==> config.mk <==
export PLATFORM = sky130hd
export DESIGN_NAME = alu_issue_ctrl
export DESIGN_NICKNAME = d
export VERILOG_FILES = /design/src/rtl/alu_pkg.sv /design/src/rtl/alu_regfile.sv /design/src/rtl/alu_issue_ctrl.sv
export SDC_FILE = /design/constraint.sdc
export NUM_CORES = 1
export LEC_CHECK = 0
export ABC_CLOCK_PERIOD_IN_PS = 2450
export BUFFER_PORTS_ARGS = -buffer_cell sky130_fd_sc_hd__buf_2
export CAP_MARGIN = 20
export CORE_MARGIN = 2
export CORE_UTILIZATION = 56
export DETAILED_ROUTE_END_ITERATION = 8
export PLACE_DENSITY = 0.87
export SLEW_MARGIN = 20
export SYNTH_ARGS = -nofsm -noshare
export SYNTH_HDL_FRONTEND = slang
export SYNTH_SLANG_ARGS = --single-unit
==> constraint.sdc <==
create_clock -name clk -period 2.45 [get_ports clk]
set_input_delay 0.49 -clock clk [delete_from_list [all_inputs] [get_ports clk]]
set_output_delay 0.49 -clock clk [all_outputs]
set_load 0.02 [all_outputs]
==> src/rtl/alu_pkg.sv <==
// Shared definitions for the ALU issue/writeback block: opcodes, FSM states
// and the bit positions of the fields in the 16-bit instruction word.
package alu_pkg;

  localparam int DATA_W   = 8;
  localparam int NUM_REGS = 4;
  localparam int INSTR_W  = 16;

  // Opcodes 0000..1101 are passed straight to the ALU as ALU_Sel
  localparam logic [3:0] OP_ADD   = 4'b0000;
  localparam logic [3:0] OP_SUB   = 4'b0001;
  localparam logic [3:0] OP_MUL   = 4'b0010;
  localparam logic [3:0] OP_DIV   = 4'b0011;
  localparam logic [3:0] OP_SHL   = 4'b0100;
  localparam logic [3:0] OP_SHR   = 4'b0101;
  localparam logic [3:0] OP_ROL   = 4'b0110;
  localparam logic [3:0] OP_ROR   = 4'b0111;
  localparam logic [3:0] OP_AND   = 4'b1000;
  localparam logic [3:0] OP_OR    = 4'b1001;
  localparam logic [3:0] OP_XOR   = 4'b1010;
  localparam logic [3:0] OP_NOR   = 4'b1011;
  localparam logic [3:0] OP_NAND  = 4'b1100;
  localparam logic [3:0] OP_XNOR  = 4'b1101;
  localparam logic [3:0] OP_ILL   = 4'b1110;
  localparam logic [3:0] OP_LOADI = 4'b1111;

  typedef enum logic [1:0] {
    IDLE,
    ISSUE,
    WB
  } state_t;

  // Instruction layout: [15:12] op, [11:10] rd, [9:8] rs, [7:0] imm
  localparam int OP_MSB  = 15;
  localparam int OP_LSB  = 12;
  localparam int RD_MSB  = 11;
  localparam int RD_LSB  = 10;
  localparam int RS_MSB  = 9;
  localparam int RS_LSB  = 8;
  localparam int IMM_MSB = 7;
  localparam int IMM_LSB = 0;

endpackage

==> src/rtl/alu_regfile.sv <==
// Small register file for the ALU issue block: two combinational operand
// read ports, one combinational debug read port, one synchronous write port.
module alu_regfile #(
  parameter int DATA_W   = 8,
  parameter int NUM_REGS = 4,
  parameter int AW       = $clog2(NUM_REGS)
) (
  input  logic              clk,
  input  logic              rst_n,
  input  logic              we,
  input  logic [AW-1:0]     waddr,
  input  logic [DATA_W-1:0] wdata,
  input  logic [AW-1:0]     raddr_a,
  output logic [DATA_W-1:0] rdata_a,
  input  logic [AW-1:0]     raddr_b,
  output logic [DATA_W-1:0] rdata_b,
  input  logic [AW-1:0]     dbg_addr,
  output logic [DATA_W-1:0] dbg_data
);

  logic [DATA_W-1:0] regs [NUM_REGS];

  // Register storage: cleared on reset, one write per cycle when we is high
  always_ff @(posedge clk or negedge rst_n) begin
    if (!rst_n) begin
      for (int i = 0; i < NUM_REGS; i++) begin
        regs[i] <= '0;
      end
    end else if (we) begin
      regs[waddr] <= wdata;
    end
  end

  // Reads see the contents before the current edge's write
  assign rdata_a  = regs[raddr_a];
  assign rdata_b  = regs[raddr_b];
  assign dbg_data = regs[dbg_addr];

endmodule

==> src/rtl/alu_issue_ctrl.sv <==
// Issue/writeback controller for the external 8-bit ALU. One instruction at a
// time: IDLE accepts, ISSUE registers operands onto the ALU inputs, WB samples
// the ALU result and updates the register file and status flags; done pulses
// in the following IDLE cycle.
// Optional feature: define ALU_ZFLAG_EN to add the zero_flag output.
module alu_issue_ctrl
  import alu_pkg::*;
#(
  parameter int DATA_W   = 8,
  parameter int NUM_REGS = 4
) (
  input  logic              clk,
  input  logic              rst_n,
  input  logic              in_valid,
  output logic              in_ready,
  input  logic [15:0]       in_instr,
  output logic [DATA_W-1:0] alu_a,
  output logic [DATA_W-1:0] alu_b,
  output logic [3:0]        alu_sel,
  input  logic [DATA_W-1:0] alu_result,
  input  logic              alu_carry,
  output logic              done,
  output logic              carry_flag,
  output logic              div0_flag,
  output logic              illegal,
  input  logic [1:0]        dbg_addr,
  output logic [DATA_W-1:0] dbg_data
`ifdef ALU_ZFLAG_EN
  ,
  output logic              zero_flag
`endif
);

  state_t            state_reg;
  state_t            state_next;
  logic [15:0]       instr_reg;
  logic [3:0]        op;
  logic [1:0]        rd;
  logic [1:0]        rs;
  logic [7:0]        imm;
  logic              accept;
  logic [DATA_W-1:0] rdata_a;
  logic [DATA_W-1:0] rdata_b;
  logic              in_wb;
  logic              is_loadi;
  logic              is_alu_op;
  logic              div_by_zero;
  logic              wr_en;
  logic [DATA_W-1:0] wr_data;

  assign op     = instr_reg[OP_MSB:OP_LSB];
  assign rd     = instr_reg[RD_MSB:RD_LSB];
  assign rs     = instr_reg[RS_MSB:RS_LSB];
  assign imm    = instr_reg[IMM_MSB:IMM_LSB];
  assign accept = in_valid && in_ready;

  alu_regfile #(
    .DATA_W   (DATA_W),
    .NUM_REGS (NUM_REGS)
  ) u_regfile (
    .clk      (clk),
    .rst_n    (rst_n),
    .we       (wr_en),
    .waddr    (rd),
    .wdata    (wr_data),
    .raddr_a  (rd),
    .rdata_a  (rdata_a),
    .raddr_b  (rs),
    .rdata_b  (rdata_b),
    .dbg_addr (dbg_addr),
    .dbg_data (dbg_data)
  );

  // FSM state register
  always_ff @(posedge clk or negedge rst_n) begin
    if (!rst_n) begin
      state_reg <= IDLE;
    end else begin
      state_reg <= state_next;
    end
  end

  // Next-state and ready: only IDLE accepts, anything else runs to completion
  always_comb begin
    state_next = state_reg;
    in_ready   = 1'b0;
    case (state_reg)
      IDLE: begin
        in_ready = 1'b1;
        if (in_valid) begin
          state_next = ISSUE;
        end
      end
      ISSUE:   state_next = WB;
      WB:      state_next = IDLE;
      default: state_next = IDLE;
    endcase
  end

  // Writeback decode; the divisor check uses the registered B operand
  always_comb begin
    in_wb       = (state_reg == WB);
    is_loadi    = (op == OP_LOADI);
    is_alu_op   = (op <= OP_XNOR);
    div_by_zero = (op == OP_DIV) && (alu_b == '0);
    wr_en       = in_wb && (is_loadi || (is_alu_op && !div_by_zero));
    wr_data     = is_loadi ? imm : alu_result;
  end

  // Instruction register, loaded on the accepting handshake
  always_ff @(posedge clk or negedge rst_n) begin
    if (!rst_n) begin
      instr_reg <= '0;
    end else if (accept) begin
      instr_reg <= in_instr;
    end
  end

  // Operand/select registers feeding the ALU, stable throughout WB
  always_ff @(posedge clk or negedge rst_n) begin
    if (!rst_n) begin
      alu_a   <= '0;
      alu_b   <= '0;
      alu_sel <= '0;
    end else if (state_reg == ISSUE) begin
      alu_a   <= rdata_a;
      alu_b   <= rdata_b;
      alu_sel <= is_loadi ? 4'b0000 : op;
    end
  end

  // Retirement pulses and status flags, all updated at the end of WB
  always_ff @(posedge clk or negedge rst_n) begin
    if (!rst_n) begin
      done       <= 1'b0;
      illegal    <= 1'b0;
      carry_flag <= 1'b0;
      div0_flag  <= 1'b0;
    end else begin
      done    <= in_wb;
      illegal <= in_wb && (op == OP_ILL);
      if (in_wb && (op == OP_ADD)) begin
        carry_flag <= alu_carry;
      end
      if (in_wb && (op == OP_DIV)) begin
        div0_flag <= div_by_zero;
      end
    end
  end

`ifdef ALU_ZFLAG_EN
  // Zero flag tracks the value of the most recent register write
  always_ff @(posedge clk or negedge rst_n) begin
    if (!rst_n) begin
      zero_flag <= 1'b0;
    end else if (wr_en) begin
      zero_flag <= (wr_data == '0);
    end
  end
`endif

endmodule

==> results of run 1 <==
==> power breakdown <==
group,internal (mW),total (mW),switching (mW)
sequential,1.73,2.24,0.504
combinational,1.04,1.92,0.884
clock,0.598,1.05,0.451
==> cell families after synthesis <==
group | share of synthesized area, %
compound gates | 0.4551
buf+inv | 1.960
flops | 51.80
mux | 33.92
simple gates | 11.87
==> worst paths after layout <==
kind	startpoint	to	slack, ns	cells after the start
worst min register to register	alu_sel[0]	alu_sel[0]	0.46	2
min in group clk	in_instr[7]	instr_reg[7]	0.37	2
max in group asynchronous	rst_n	alu_b[1]	1.51	2
worst min-delay path	rst_n	instr_reg[5]	0.23	1
worst max register to register	alu_b[5]	u_regfile.regs[2]	0.26	5
worst max-delay path	alu_b[5]	u_regfile.regs[2]	0.26	5
==> routing by layer <==
layer	routed length [um]	part of all wire, %
met5	0	0
met1	3114	41
met4	104	1.4
met2	3888	51
met3	467	6.2
==> stage by stage <==
stage	worst slack, ns	util [%]	total power [mW]
final	0.2584	67.17	5.206
after detailed placement	0.2603	63.68	4.185
after global routing	0.1895	67.17	5.510
after floorplan	0.3537	-	3.559
after CTS	0.2553	67.17	5.246
after global placement	0.3558	63.68	4.072
==> worst max-delay path, delay by kind of cell (launching register included) <==
family / cells / cell delay [ns]
DFF: 1 / 0.40
muxes: 1 / 0.32
buffers and inverters: 1 / 0.21
and+or+nand+nor: 3 / 1.14
==> final cells by class <==
type | instances | area share (%)
Inverter | 1 | 0.08902
Sequential cell | 74 | 43.92
Clock buffer | 11 | 3.353
Timing Repair Buffer | 73 | 9.318
Multi-Input combinational cell | 163 | 39.20
Clock inverter | 5 | 1.840
Tap cell | 77 | 2.285
==> cells in the final DEF (no fill, tap or decap), types with 2 or more instances in the layout <==
cell | Yosys | layout
sky130_fd_sc_hd__dfrtp_1 | 74 | 74
sky130_fd_sc_hd__mux2_2 | 42 | 42
sky130_fd_sc_hd__nand2_1 | 58 | 58
sky130_fd_sc_hd__mux2_4 | 8 | 8
sky130_fd_sc_hd__nor4b_4 | 2 | 2
sky130_fd_sc_hd__buf_4 | 1 | 11
sky130_fd_sc_hd__mux4_2 | 24 | 24
sky130_fd_sc_hd__mux2_1 | 7 | 7
sky130_fd_sc_hd__clkinv_2 | 0 | 2
sky130_fd_sc_hd__nand3_1 | 5 | 5
sky130_fd_sc_hd__bufinv_16 | 0 | 2
sky130_fd_sc_hd__buf_2 | 2 | 62
sky130_fd_sc_hd__clkbuf_8 | 0 | 10
==> Implementation_results.wiki, run 1 <==
{| class="wikitable"
! Metric !! Value
|-
| Slew margin rel. || between 40% and 50%
|-
| Biggest area consumer among synthesized cells || sky130_fd_sc_hd__dfrtp_1
|-
| Vertical extent of the die || 83.90 um
|-
| Critical-path cell list || or4_4, nor3_4, or3_1, buf_4, mux2_4
|-
| Final setup violation count || 0
|-
| Post-Syn Area || roughly 3600 um2
|-
| Top-level port count || 63
|-
| Initial antenna violation count || 0
|-
| Setup TNS Final || 0 ns
|-
| Cell types with the largest area share after synthesis || sky130_fd_sc_hd__dfrtp_1 (52%), sky130_fd_sc_hd__mux4_2 (15%), sky130_fd_sc_hd__mux2_2 (13%)
|-
| Unrepaired setup endpoints after global routing || false
|-
| Max-cap check violation count || 0
|-
| Detailed-placement wirelength estimate || 5.360 mm
|-
| Synth top area share || 51.80%
|-
| Met3 Usage GRT || 6.627%
|-
| Flip-flop count of the largest register, all copies and words added || 32
|-
| GR peak layer || met2
|-
| Path class of the lowest-slack min-delay path || primary input to asynchronous set/reset pin
|-
| Achievable frequency || 0.4563 GHz
|-
| H-tree level count || 3
|-
| Number of detailed-route iterations in the first pass || 4
|-
| Maximum net fanout on the critical path || 8
|-
| Area post-placement || 3998 um2
|-
| Post-CTS setup buffer count || 0
|-
| Critical path class || flop to flop
|-
| Rows || 29
|-
| Clock sink count || between 70 and 80
|-
| PortBufs || 62
|-
| Count of placed standard cells in the final layout, fillers left out || 404
|-
| Post-DR wirelength/cell || between 15 and 20 um
|-
| Final antenna-violating net count || 0
|-
| Hold violation total from the final report || 0
|-
| Count of mapped cells out of synthesis || around 250
|-
| Post-route clock period utilization || about 89%
|-
| Count leader, synth || sky130_fd_sc_hd__dfrtp_1
|-
| Final hold slack || 0.2272 ns
|-
| Routing usage on met2 || 38.76%
|-
| Post-route design area || around 4200 um2
|-
| Antenna diode count || 0
|-
| Synth cell count leaders || sky130_fd_sc_hd__dfrtp_1 (74), sky130_fd_sc_hd__nand2_1 (58), sky130_fd_sc_hd__mux2_2 (42)
|-
| Hold-fix buffers at CTS || 0
|-
| Buffer type at the clock tree root || sky130_fd_sc_hd__clkbuf_8
|-
| Die Outline Area || around 7000 um2
|-
| Width of the chip || roughly 84 um
|-
| Top flip-flop cell by instance count after synthesis || sky130_fd_sc_hd__dfrtp_1
|-
| Slew at the pin closest to its max-slew limit || between 0.8 and 0.9 ns
|-
| DR iter-0 viols || 154
|-
| Max-slew violation count || 0
|-
| Gp weighted congestion || ~0.8
|-
| Static Leak || approximately 2 nW
|-
| Launching element type of the critical path || flop
|-
| Routed wire length || 7.575 mm
|-
| Clock tree from TritonCTS || done
|-
| Effective utilization at floorplan || about 57%
|-
| Total Nets Final || 352
|-
| Worst endpoint required time || 2.68 ns
|-
| PostCTS Resize Cnt || 0
|-
| Count of cell types in the netlist || 31
|-
| Number of nets in the synthesized netlist || around 280
|-
| Final min period || 2.192 ns
|-
| Total congestion overflow after global routing || 0
|-
| Clk_lat worst skew || 0.35 ns
|-
| Post-Place Cells || 388
|-
| Count of yosys warnings during synthesis || 0
|-
| Via count || between 2k and 2.5k
|-
| Total area of multi-input combinational cells || 1653 um2
|-
| Post-synth ARST share || 100.0%
|-
| Via count of the first global-routing pass || 2497
|-
| Number of flops mapped to enable cells by yosys || 0
|-
| Maximum number of pins on one net before global-route repair || 38
|-
| Cell area power density || 1235 nW/um2
|-
| Overall Global Routing Usage || a little under a quarter
|-
| Met1 routing resource usage after global routing || 31.26%
|-
| Total CTS buffers || 9
|-
| Slowest Stage Delay on Critical Path || roughly 0.56 ns
|-
| Area growth from synthesis to layout || 17.96%
|-
| Worst-case vdd ir drop || 0.8034 mV
|-
| Syn_area_per_cell || 14.19 um2
|-
| CTS max path bufs || 2
|-
| Register clock-pin slew on the reported worst setup and hold paths || approximately 0.08 ns
|-
| DRC violation count after routing || 0
|-
| Result of the run || finished, final reports clean
|-
| Cell with the largest stage delay on the worst path || sky130_fd_sc_hd__or4_4
|-
| Data arrival, critical path || 2.43 ns
|-
| Kind of end point of the critical path || flop
|-
| Register area share after synthesis || 51.80%
|-
| Global-route wire length before repair || 12.74 mm
|-
| Flip-flop and latch count after synthesis || 74
|-
| Fill cell instance count of the final layout || 460
|-
| Vias per Instance || 5.881
|-
| Core Area || around 6300 um2
|-
| Share of cells above drive strength 1 || 51.99%
|-
| Area of all sequential standard cells || ~1900 um2
|-
| Clock skew || 0.01042 ns
|}
Power figures use the tool's default switching activity.
==> run 2, diff against run 1 <==
--- a/config.mk
+++ b/config.mk
@@ -5,13 +5,14 @@
 export SDC_FILE = /design/constraint.sdc
 export NUM_CORES = 1
 export LEC_CHECK = 0
+export ABC_AREA = 1
 export ABC_CLOCK_PERIOD_IN_PS = 2450
 export BUFFER_PORTS_ARGS = -buffer_cell sky130_fd_sc_hd__buf_2
 export CAP_MARGIN = 20
 export CORE_MARGIN = 2
 export CORE_UTILIZATION = 56
 export DETAILED_ROUTE_END_ITERATION = 8
-export PLACE_DENSITY = 0.87
+export PLACE_DENSITY = 0.86
 export SLEW_MARGIN = 20
 export SYNTH_ARGS = -nofsm -noshare
 export SYNTH_HDL_FRONTEND = slang
==> run 2 against run 1 <==
Design area grew 1.2%. Synthesized cell count grew 85%. Cell count grew 49%. Sequential share of layout area shrank 0.54 points. Largest cell class unchanged. Count of clock-buffer cells in the layout shrank 1. Combinational power shrank 9.9%. Hold slack lost 0.078 ns. Area after synthesis grew 5.9%. Core utilization shrank 1.1 points. Die area grew 5.6%. Fmax grew 12%.
==> Implementation_results.wiki, run 2 <==
{| class="wikitable"
! Metric !! Value
|-
| Effective utilization at floorplan || 58.62% (was 56.95%)
|-
| Post-Place Cells || 584 (was 388)
|-
| PortBufs || 62 (unchanged)
|-
| Count of placed standard cells in the final layout, fillers left out || 600 (was 404)
|-
| Critical R2R Launch || instr_reg[15] (was alu_b[5])
|-
| Flip-flop count of the largest register, all copies and words added || 32 (unchanged)
|-
| Highest-count cells in the layout ignoring fill and taps || sky130_fd_sc_hd__nand2_1 (150), sky130_fd_sc_hd__dfrtp_1 (74), sky130_fd_sc_hd__nor2_1 (64), sky130_fd_sc_hd__buf_2 (62), sky130_fd_sc_hd__nand4_1 (33) (was sky130_fd_sc_hd__dfrtp_1 (74), sky130_fd_sc_hd__buf_2 (62), sky130_fd_sc_hd__nand2_1 (58), sky130_fd_sc_hd__mux2_2 (42), sky130_fd_sc_hd__mux4_2 (24))
|-
| Power after layout || 4.952 mW (was 5.206 mW)
|-
| Post-DR wirelength/cell || 16.15 um (was 18.75 um)
|-
| Area of all sequential standard cells || 1852 um2 (unchanged)
|-
| Cell area power density || 1160 nW/um2 (was 1235 nW/um2)
|-
| Total Nets Final || 548 (was 352)
|-
| Core Area || 6459 um2 (was 6277 um2)
|-
| Final setup violation count || 0 (unchanged)
|-
| Slew at the pin closest to its max-slew limit || 0.6271 ns (was 0.8102 ns)
|-
| Flip-flop and latch count after synthesis || 74 (unchanged)
|-
| Clock sink count || 74 (unchanged)
|-
| Setup TNS Final || 0 ns (unchanged)
|-
| Register area share after synthesis || 48.91% (was 51.80%)
|-
| Synth top area share || 48.91% (was 51.80%)
|-
| Share of cells above drive strength 1 || 21.41% (was 51.99%)
|-
| Fraction of synthesized area in multiplexers || 0.2974% (was 33.92%)
|-
| Worst reg-to-reg setup slack || 0.74 ns (was 0.26 ns)
|-
| Via count of the first global-routing pass || 3269 (was 2497)
|-
| Area post-placement || 4075 um2 (was 3998 um2)
|-
| Area growth from synthesis to layout || 12.76% (was 17.96%)
|-
| Total congestion overflow after global routing || 0 (unchanged)
|-
| Count of cell types in the netlist || 31 (unchanged)
|-
| Maximum number of pins on one net before global-route repair || 48 (was 38)
|-
| Critical path class || primary input to output port (was flop to flop)
|-
| Max-cap check violation count || 0 (unchanged)
|-
| Setup Slack @ Placement || 0.5696 ns (was 0.2603 ns)
|-
| Total area of multi-input combinational cells || 1708 um2 (was 1653 um2)
|-
| Via count || 3520 (was 2376)
|-
| Total CTS buffers || 9 (unchanged)
|-
| Hold violation total from the final report || 0 (unchanged)
|-
| Number of flops mapped to enable cells by yosys || 0 (unchanged)
|-
| Post-synth ARST share || 100.0% (unchanged)
|-
| Maximum net fanout on the critical path || 17 (was 8)
|-
| Worst endpoint required time || 1.96 ns (was 2.68 ns)
|-
| Xor/xnor cell area share of the yosys netlist || 0% (unchanged)
|-
| Unrepaired setup endpoints after global routing || false (unchanged)
|-
| Clk_lat worst skew || 0.35 ns (about the same)
|-
| Top-level port count || 63 (unchanged)
|-
| DR iter-0 viols || 338 (was 154)
|-
| Launching instance or port of the critical path || dbg_addr[0] (was alu_b[5])
|-
| Vias per Instance || 5.867 (was 5.881)
|-
| Result of the run || finished, final reports clean (unchanged)
|-
| Post-Syn Area || 3786 um2 (was 3575 um2)
|-
| Share of the synthesized area in compound gates (AO/OA/AOI/OAI) || 12.10% (was 0.4550%)
|-
| Path class of the lowest-slack min-delay path || primary input to asynchronous set/reset pin (unchanged)
|-
| Adder and majority cell fraction of the synthesized area || 0% (unchanged)
|-
| DRC violation count after routing || 0 (unchanged)
|-
| Routed wire length || 9.688 mm (was 7.575 mm)
|-
| Synth cell count leaders || sky130_fd_sc_hd__nand2_1 (150), sky130_fd_sc_hd__dfrtp_1 (74), sky130_fd_sc_hd__nor2_1 (64) (was sky130_fd_sc_hd__dfrtp_1 (74), sky130_fd_sc_hd__nand2_1 (58), sky130_fd_sc_hd__mux2_2 (42))
|-
| Count of yosys warnings during synthesis || 0 (unchanged)
|-
| H-tree level count || 3 (unchanged)
|-
| CTS max path bufs || 2 (unchanged)
|-
| Post-route clock period utilization || 79.93% (was 89.45%)
|-
| Dominant combinational cell family by area after synthesis || simple AND/OR/NAND/NOR gates (was multiplexers)
|-
| Clock tree from TritonCTS || done (unchanged)
|-
| Worst-case vdd ir drop || 0.5698 mV (was 0.8034 mV)
|-
| Antenna diode count || 0 (unchanged)
|-
| Hold-fix buffers at CTS || 0 (unchanged)
|-
| PostCTS Resize Cnt || 0 (unchanged)
|-
| Vertical extent of the die || 86.23 um (was 83.90 um)
|-
| Count leader, synth || sky130_fd_sc_hd__nand2_1 (was sky130_fd_sc_hd__dfrtp_1)
|-
| Gp weighted congestion || 0.9050 (was 0.8118)
|-
| Simple logic cell fraction of the synthesized area || 32.72% (was 11.87%)
|-
| Width of the chip || 86.23 um (was 83.90 um)
|-
| Rows || 29 (unchanged)
|-
| Max-slew violation count || 0 (unchanged)
|-
| Data arrival, critical path || 1.47 ns (was 2.43 ns)
|-
| Kind of end point of the critical path || output port (was flop)
|-
| Final worst setup slack || 0.4918 ns (was 0.2584 ns)
|-
| Post-CTS setup buffer count || 0 (unchanged)
|-
| Number of nets in the synthesized netlist || 495 (was 282)
|-
| Final core area utilization || 66.10% (was 67.17%)
|-
| Detailed-placement wirelength estimate || 6.890 mm (was 5.360 mm)
|-
| Register clock-pin slew on the reported worst setup and hold paths || 0.08 ns (about the same)
|-
| Count of mapped cells out of synthesis || 465 (was 252)
|-
| Syn_area_per_cell || 8.142 um2 (was 14.19 um2)
|-
| Static Leak || 2.065 nW (was 1.997 nW)
|-
| Final antenna-violating net count || 0 (unchanged)
|-
| Slew margin rel. || 58.19% (was 45.98%)
|-
| Initial antenna violation count || 0 (unchanged)
|-
| Global-route wire length before repair || 15.99 mm (was 12.74 mm)
|-
| Final hold slack || 0.1493 ns (was 0.2272 ns)
|-
| Die Outline Area || 7435 um2 (was 7038 um2)
|-
| Number of detailed-route iterations in the first pass || 6 (was 4)
|-
| Biggest area consumer among synthesized cells || sky130_fd_sc_hd__dfrtp_1 (unchanged)
|-
| Launching element type of the critical path || primary input (was flop)
|-
| Fill cell instance count of the final layout || 531 (was 460)
|-
| Top flip-flop cell by instance count after synthesis || sky130_fd_sc_hd__dfrtp_1 (unchanged)
|-
| Most common cell after layout, fill and taps aside || sky130_fd_sc_hd__nand2_1 (was sky130_fd_sc_hd__dfrtp_1)
|-
| Number of cells on the worst reg-to-reg path || 7 (was 5)
|-
| Achievable frequency || 0.5107 GHz (was 0.4563 GHz)
|-
| Worst flop-to-flop path endpoint || u_regfile.regs[27] (was u_regfile.regs[2])
|-
| Buffer type at the clock tree root || sky130_fd_sc_hd__clkbuf_8 (unchanged)
|-
| Clock skew || 0.009860 ns (was 0.01042 ns)
|-
| Overall Global Routing Usage || 27.75% (was 23.85%)
|-
| Cell types with the largest area share after synthesis || sky130_fd_sc_hd__dfrtp_1 (49%), sky130_fd_sc_hd__nand2_1 (15%), sky130_fd_sc_hd__nor2_1 (6.3%) (was sky130_fd_sc_hd__dfrtp_1 (52%), sky130_fd_sc_hd__mux4_2 (15%), sky130_fd_sc_hd__mux2_2 (13%))
|-
| Post-route design area || 4269 um2 (was 4217 um2)
|-
| Final min period || 1.958 ns (was 2.192 ns)
|}
[run 2: logic make-up after synthesis]
kind of cell    after synthesis
flops                        74
mux                           1
buf+inv                      41
simple gates                270
compound gates               79
[run 2: report_power, final]
| part | total, mW | internal [mW] | switching, mW | leakage [nW] |
|---|---|---|---|---|
| clock | 0.945 | 0.474 | 0.471 | 0.101 |
| sequential | 2.27 | 1.72 | 0.557 | 0.883 |
| combinational | 1.73 | 0.605 | 1.13 | 1.08 |
| total | 4.95 | 2.80 | 2.16 | 2.06 |
[run 2: how the worst max path moves through the flow]
stage	endpoint	slack [ns]	depth (start not counted)
6_report	dbg_data[2]	0.49	5
2_1_floorplan	dbg_data[0]	0.69	4
5_1_grt	dbg_data[1]	0.46	5
4_1_cts	dbg_data[2]	0.57	5
3_3_place_gp	dbg_data[0]	0.58	5
3_5_place_dp	dbg_data[2]	0.57	5
[run 2: cell type report]
cell class	count	area share [%]
Sequential cell	74	43.38
Multi-Input combinational cell	350	40.01
Timing Repair Buffer	66	8.265
Clock buffer	10	2.989
Tap cell	77	2.257
Clock inverter	6	1.553
Inverter	17	1.553
[run 2: metal layers]
| metal | wire length, um | vias up | GRT usage, % | share of wire, % |
|---|---|---|---|---|
| li1 | - | 1678 | - | - |
| met1 | 4305 | 1633 | 40.14 | 44 |
| met2 | 4458 | 179 | 41.16 | 46 |
| met3 | 664 | 30 | 4.762 | 6.9 |
| met4 | 259 | 0 | 12.93 | 2.7 |
| met5 | 0 | - | 0 | 0 |
[run 2: worst max-delay path, cell delays in order]
cell                      delay, ns
sky130_fd_sc_hd__buf_2         0.19
sky130_fd_sc_hd__inv_2         0.23
sky130_fd_sc_hd__o21ai_0       0.12
sky130_fd_sc_hd__o22ai_1       0.21
sky130_fd_sc_hd__buf_2         0.22
==> run 3, diff against run 2 <==
--- a/config.mk
+++ b/config.mk
@@ -6,13 +6,13 @@
 export NUM_CORES = 1
 export LEC_CHECK = 0
 export ABC_AREA = 1
-export ABC_CLOCK_PERIOD_IN_PS = 2450
+export ABC_CLOCK_PERIOD_IN_PS = 1710
 export BUFFER_PORTS_ARGS = -buffer_cell sky130_fd_sc_hd__buf_2
 export CAP_MARGIN = 20
 export CORE_MARGIN = 2
-export CORE_UTILIZATION = 56
+export CORE_UTILIZATION = 51
 export DETAILED_ROUTE_END_ITERATION = 8
-export PLACE_DENSITY = 0.86
+export PLACE_DENSITY = 0.83
 export SLEW_MARGIN = 20
 export SYNTH_ARGS = -nofsm -noshare
 export SYNTH_HDL_FRONTEND = slang
==> constraint.sdc (replaced) <==
create_clock -name clk -period 1.71 [get_ports clk]
set_input_delay 0.342 -clock clk [delete_from_list [all_inputs] [get_ports clk]]
set_output_delay 0.342 -clock clk [all_outputs]
set_load 0.02 [all_outputs]
==> run 3 against run 2 <==
The flow now finishes with violations (hold timing). Setup slack worse by 0.42 ns. Hold slack worse by 0.16 ns. Combinational power up 45%. Flip-flop and latch count unchanged. Clock power up 81%. Non-clock buffer count up 5. Wire length down 4.0%. Total power up 50%. Sequential power up 43%. Clock skew up 0.0030 ns. Global-route usage down 4.1 points. Cell count up 4.5%. Critical path type is now flop to output port. Critical endpoint is now dbg_data[1].
==> Implementation_results.wiki, run 3 (synthesis results as in run 2) <==
{| class="wikitable"
! Metric !! Value
|-
| DR iter-0 viols || 324 (was 338)
|-
| Buffer type at the clock tree root || sky130_fd_sc_hd__clkbuf_8 (unchanged)
|-
| Post-route clock period utilization || 95.56%
|-
| Vias per Instance || 5.617 (was 5.867)
|-
| Number of detailed-route iterations in the first pass || 5 (was 6)
|-
| Worst endpoint required time || 1.37 ns (was 1.96 ns)
|-
| Result of the run || finished, violations left (was finished, final reports clean)
|-
| Critical-path cell list || o21ai_0, o22ai_1, buf_2 (was buf_2, inv_2, o21ai_0, o22ai_1, buf_2)
|-
| Via count of the first global-routing pass || 3228 (was 3269)
|-
| Slew margin rel. || 64.34% (was 58.19%)
|-
| Area growth from synthesis to layout || 16.75% (was 12.76%)
|-
| Vertical extent of the die || 90.16 um (was 86.23 um)
|-
| Highest-count cells in the layout ignoring fill and taps || sky130_fd_sc_hd__nand2_1 (150), sky130_fd_sc_hd__dfrtp_1 (73), sky130_fd_sc_hd__nor2_1 (64), sky130_fd_sc_hd__buf_2 (61), sky130_fd_sc_hd__nand4_1 (33) (was sky130_fd_sc_hd__nand2_1 (150), sky130_fd_sc_hd__dfrtp_1 (74), sky130_fd_sc_hd__nor2_1 (64), sky130_fd_sc_hd__buf_2 (62), sky130_fd_sc_hd__nand4_1 (33))
|-
| Antenna diode count || 0 (unchanged)
|-
| Total congestion overflow after global routing || 0 (unchanged)
|-
| Share of cells above drive strength 1 || 22.54% (was 21.41%)
|-
| Total area of multi-input combinational cells || 1708 um2 (unchanged)
|-
| Global-route wire length before repair || 15.64 mm (was 15.99 mm)
|-
| Total CTS buffers || 9 (unchanged)
|-
| WP buf/inv || 1 (was 3)
|-
| Launching element type of the critical path || flop (was primary input)
|-
| Net switching share of the total power || 40.71% (was 43.54%)
|-
| Cell area power density || 1685 nW/um2 (was 1160 nW/um2)
|-
| Post-DR wirelength/cell || 14.83 um (was 16.15 um)
|-
| Critical path class || flop to output port (was primary input to output port)
|-
| Power after layout || 7.448 mW (was 4.952 mW)
|-
| Final setup violation count || 0 (unchanged)
|-
| Clock tree from TritonCTS || done (unchanged)
|-
| Routing usage on met2 || 34.96% (was 41.16%)
|-
| Routed wire length || 9.301 mm (was 9.688 mm)
|-
| Final min period || 1.634 ns
|-
| Slowest Stage Delay on Critical Path || 0.46 ns (was 0.23 ns)
|-
| Worst-case vdd ir drop || 0.5837 mV (was 0.5698 mV)
|-
| Core Area || 7214 um2 (was 6459 um2)
|-
| Kind of end point of the critical path || output port (unchanged)
|-
| Clk pwr share || 23.0% (was 19.1%)
|-
| Maximum number of pins on one net before global-route repair || 75 (was 48)
|-
| Max-cap check violation count || 0 (unchanged)
|-
| Data arrival, critical path || 1.29 ns (was 1.47 ns)
|-
| Achievable frequency || 0.6120 GHz
|-
| DRC violation count after routing || 0 (unchanged)
|-
| Register clock-pin slew on the reported worst setup and hold paths || 0.08 ns (about the same)
|-
| Clock skew || 0.01284 ns (was 0.009860 ns)
|-
| Post-CTS setup buffer count || 0 (unchanged)
|-
| Path class of the lowest-slack min-delay path || primary input to asynchronous set/reset pin (unchanged)
|-
| PortBufs || 62 (unchanged)
|-
| Sequential fraction of design power || 43.4% (was 45.9%)
|-
| Hold-fix buffers at CTS || 0 (unchanged)
|-
| Cell with the largest stage delay on the worst path || sky130_fd_sc_hd__dfrtp_1 (was sky130_fd_sc_hd__inv_2)
|-
| Die Outline Area || 8129 um2 (was 7435 um2)
|-
| Clock sink count || 74 (unchanged)
|-
| Violated checks || hold timing
|-
| Met3 Usage GRT || 3.604% (was 4.762%)
|-
| Total Nets Final || 553 (was 548)
|-
| Top-level port count || 63 (unchanged)
|-
| Max-slew violation count || 0 (unchanged)
|-
| Flip-flop count of the largest register, all copies and words added || 32 (unchanged)
|-
| Pint || 4.416 mW (was 2.796 mW)
|-
| Clk_lat worst skew || 0.35 ns (about the same)
|-
| Maximum net fanout on the critical path || 4 (was 17)
|-
| Initial antenna violation count || 0 (unchanged)
|-
| GR peak layer || met2 (unchanged)
|-
| Hold violation total from the final report || 4 (was 0)
|-
| Met1 routing resource usage after global routing || 34.27% (was 40.14%)
|-
| CTS max path bufs || 2 (unchanged)
|-
| Via count || 3522 (was 3520)
|-
| Slew at the pin closest to its max-slew limit || 0.5337 ns (was 0.6271 ns)
|-
| Detailed-placement wirelength estimate || 6.411 mm (was 6.890 mm)
|-
| Net switching power figure || 3.032 mW (was 2.156 mW)
|-
| Gp weighted congestion || 0.8771 (was 0.9050)
|-
| Setup TNS Final || 0 ns (unchanged)
|-
| Rows || 31 (was 29)
|-
| Static Leak || 2.125 nW (was 2.065 nW)
|-
| Overall Global Routing Usage || 23.60% (was 27.75%)
|-
| Final hold slack || -0.008591 ns (was 0.1493 ns)
|-
| Width of the chip || 90.16 um (was 86.23 um)
|-
| Final antenna-violating net count || 0 (unchanged)
|-
| Area of all sequential standard cells || 1853 um2 (was 1852 um2)
|-
| Most common cell after layout, fill and taps aside || sky130_fd_sc_hd__nand2_1 (unchanged)
|-
| Fill cell instance count of the final layout || 654 (was 531)
|-
| Proportion of power drawn by combinational gates || 33.6% (was 35.0%)
|-
| Crit path max-delay family || flip-flops (was buffers and inverters)
|-
| Effective utilization at floorplan || 52.48% (was 58.62%)
|-
| Unrepaired setup endpoints after global routing || false (unchanged)
|-
| H-tree level count || 3 (unchanged)
|}
[run 3: cell count changes in the layout (fill, tap and decap cells not counted), sizes merged]
cell    change
buf         +4
bufinv      +2
clkbuf      +2
clkinv      -2
inv         -1
[run 3: stage by stage]
stage | setup slack, ns | hold WS [ns] | cell area [um2] | utilization, % | cells
CTS | 0.08527 | 0.02536 | 4417 | 61.22 | 627
global placement | 0.1880 | 0.3983 | 4165 | 57.74 | 611
finish | 0.07589 | -0.008591 | 4420 | 61.27 | 627
floorplan | 0.2453 | 0.04641 | 3786 | - | 465
detailed placement | 0.1415 | 0.4045 | 4165 | 57.74 | 611
global route | 0.01233 | 0.03854 | 4420 | 61.27 | 627
[run 3: layer usage]
metal  routed length [um]  vias to the layer above
met3                  786                       18
met4                  182                        0
li1                     -                     1679
met2                 4228                      198
met1                 4103                     1627
met5                    0                        -
[run 3: worst reg2reg max path: stages (launching register included)]
cell,delay [ns]
sky130_fd_sc_hd__dfrtp_1,0.44
sky130_fd_sc_hd__nor2_1,0.17
sky130_fd_sc_hd__nand2_1,0.08
sky130_fd_sc_hd__nor2_2,0.11
sky130_fd_sc_hd__nand2_2,0.09
sky130_fd_sc_hd__nand2_4,0.09
sky130_fd_sc_hd__nand2_8,0.15
sky130_fd_sc_hd__nand3_2,0.20
sky130_fd_sc_hd__nand2_1,0.09
sky130_fd_sc_hd__nand2_1,0.06
[run 3: power by group through the flow]
| stage | registers, mW | clock network, mW | logic (mW) |
|---|---|---|---|
| after floorplan | 3.26 | 0 | 1.54 |
| after CTS | 3.19 | 1.72 | 2.50 |
| after global placement | 3.17 | 0 | 2.40 |
| after detailed placement | 3.21 | 0 | 2.48 |
| after global routing | 3.32 | 1.81 | 2.78 |
| final | 3.24 | 1.71 | 2.50 |
[run 3: cell type report]
type                            instances  area share, %
Multi-Input combinational cell        350          38.64
Timing Repair Buffer                   71          9.454
Clock inverter                          5          2.264
Inverter                               17          1.500
Tap cell                               99          2.802
Clock buffer                           11          3.425
Sequential cell                        74          41.92
[run 3: worst paths after layout]
kind                       cells past startpoint  slack [ns]               from                 end
max in group asynchronous                      2        1.38              rst_n  u_regfile.regs[14]
setup / recovery                               3        0.08  u_regfile.regs[9]         dbg_data[1]
hold / removal                                 2      -0.009              rst_n            alu_a[0]
setup reg to reg                               9        0.17      instr_reg[15]   u_regfile.regs[5]
min in group clk                               3        0.19        in_instr[5]        instr_reg[5]
hold reg to reg                                1        0.46      instr_reg[12]             illegal
[run 3: what timing repair did]
action                                  4_1_cts  5_1_grt
hold endpoints to repair                      0        0
gates resized for setup                       0        2
endpoints found under the setup margin        0        2
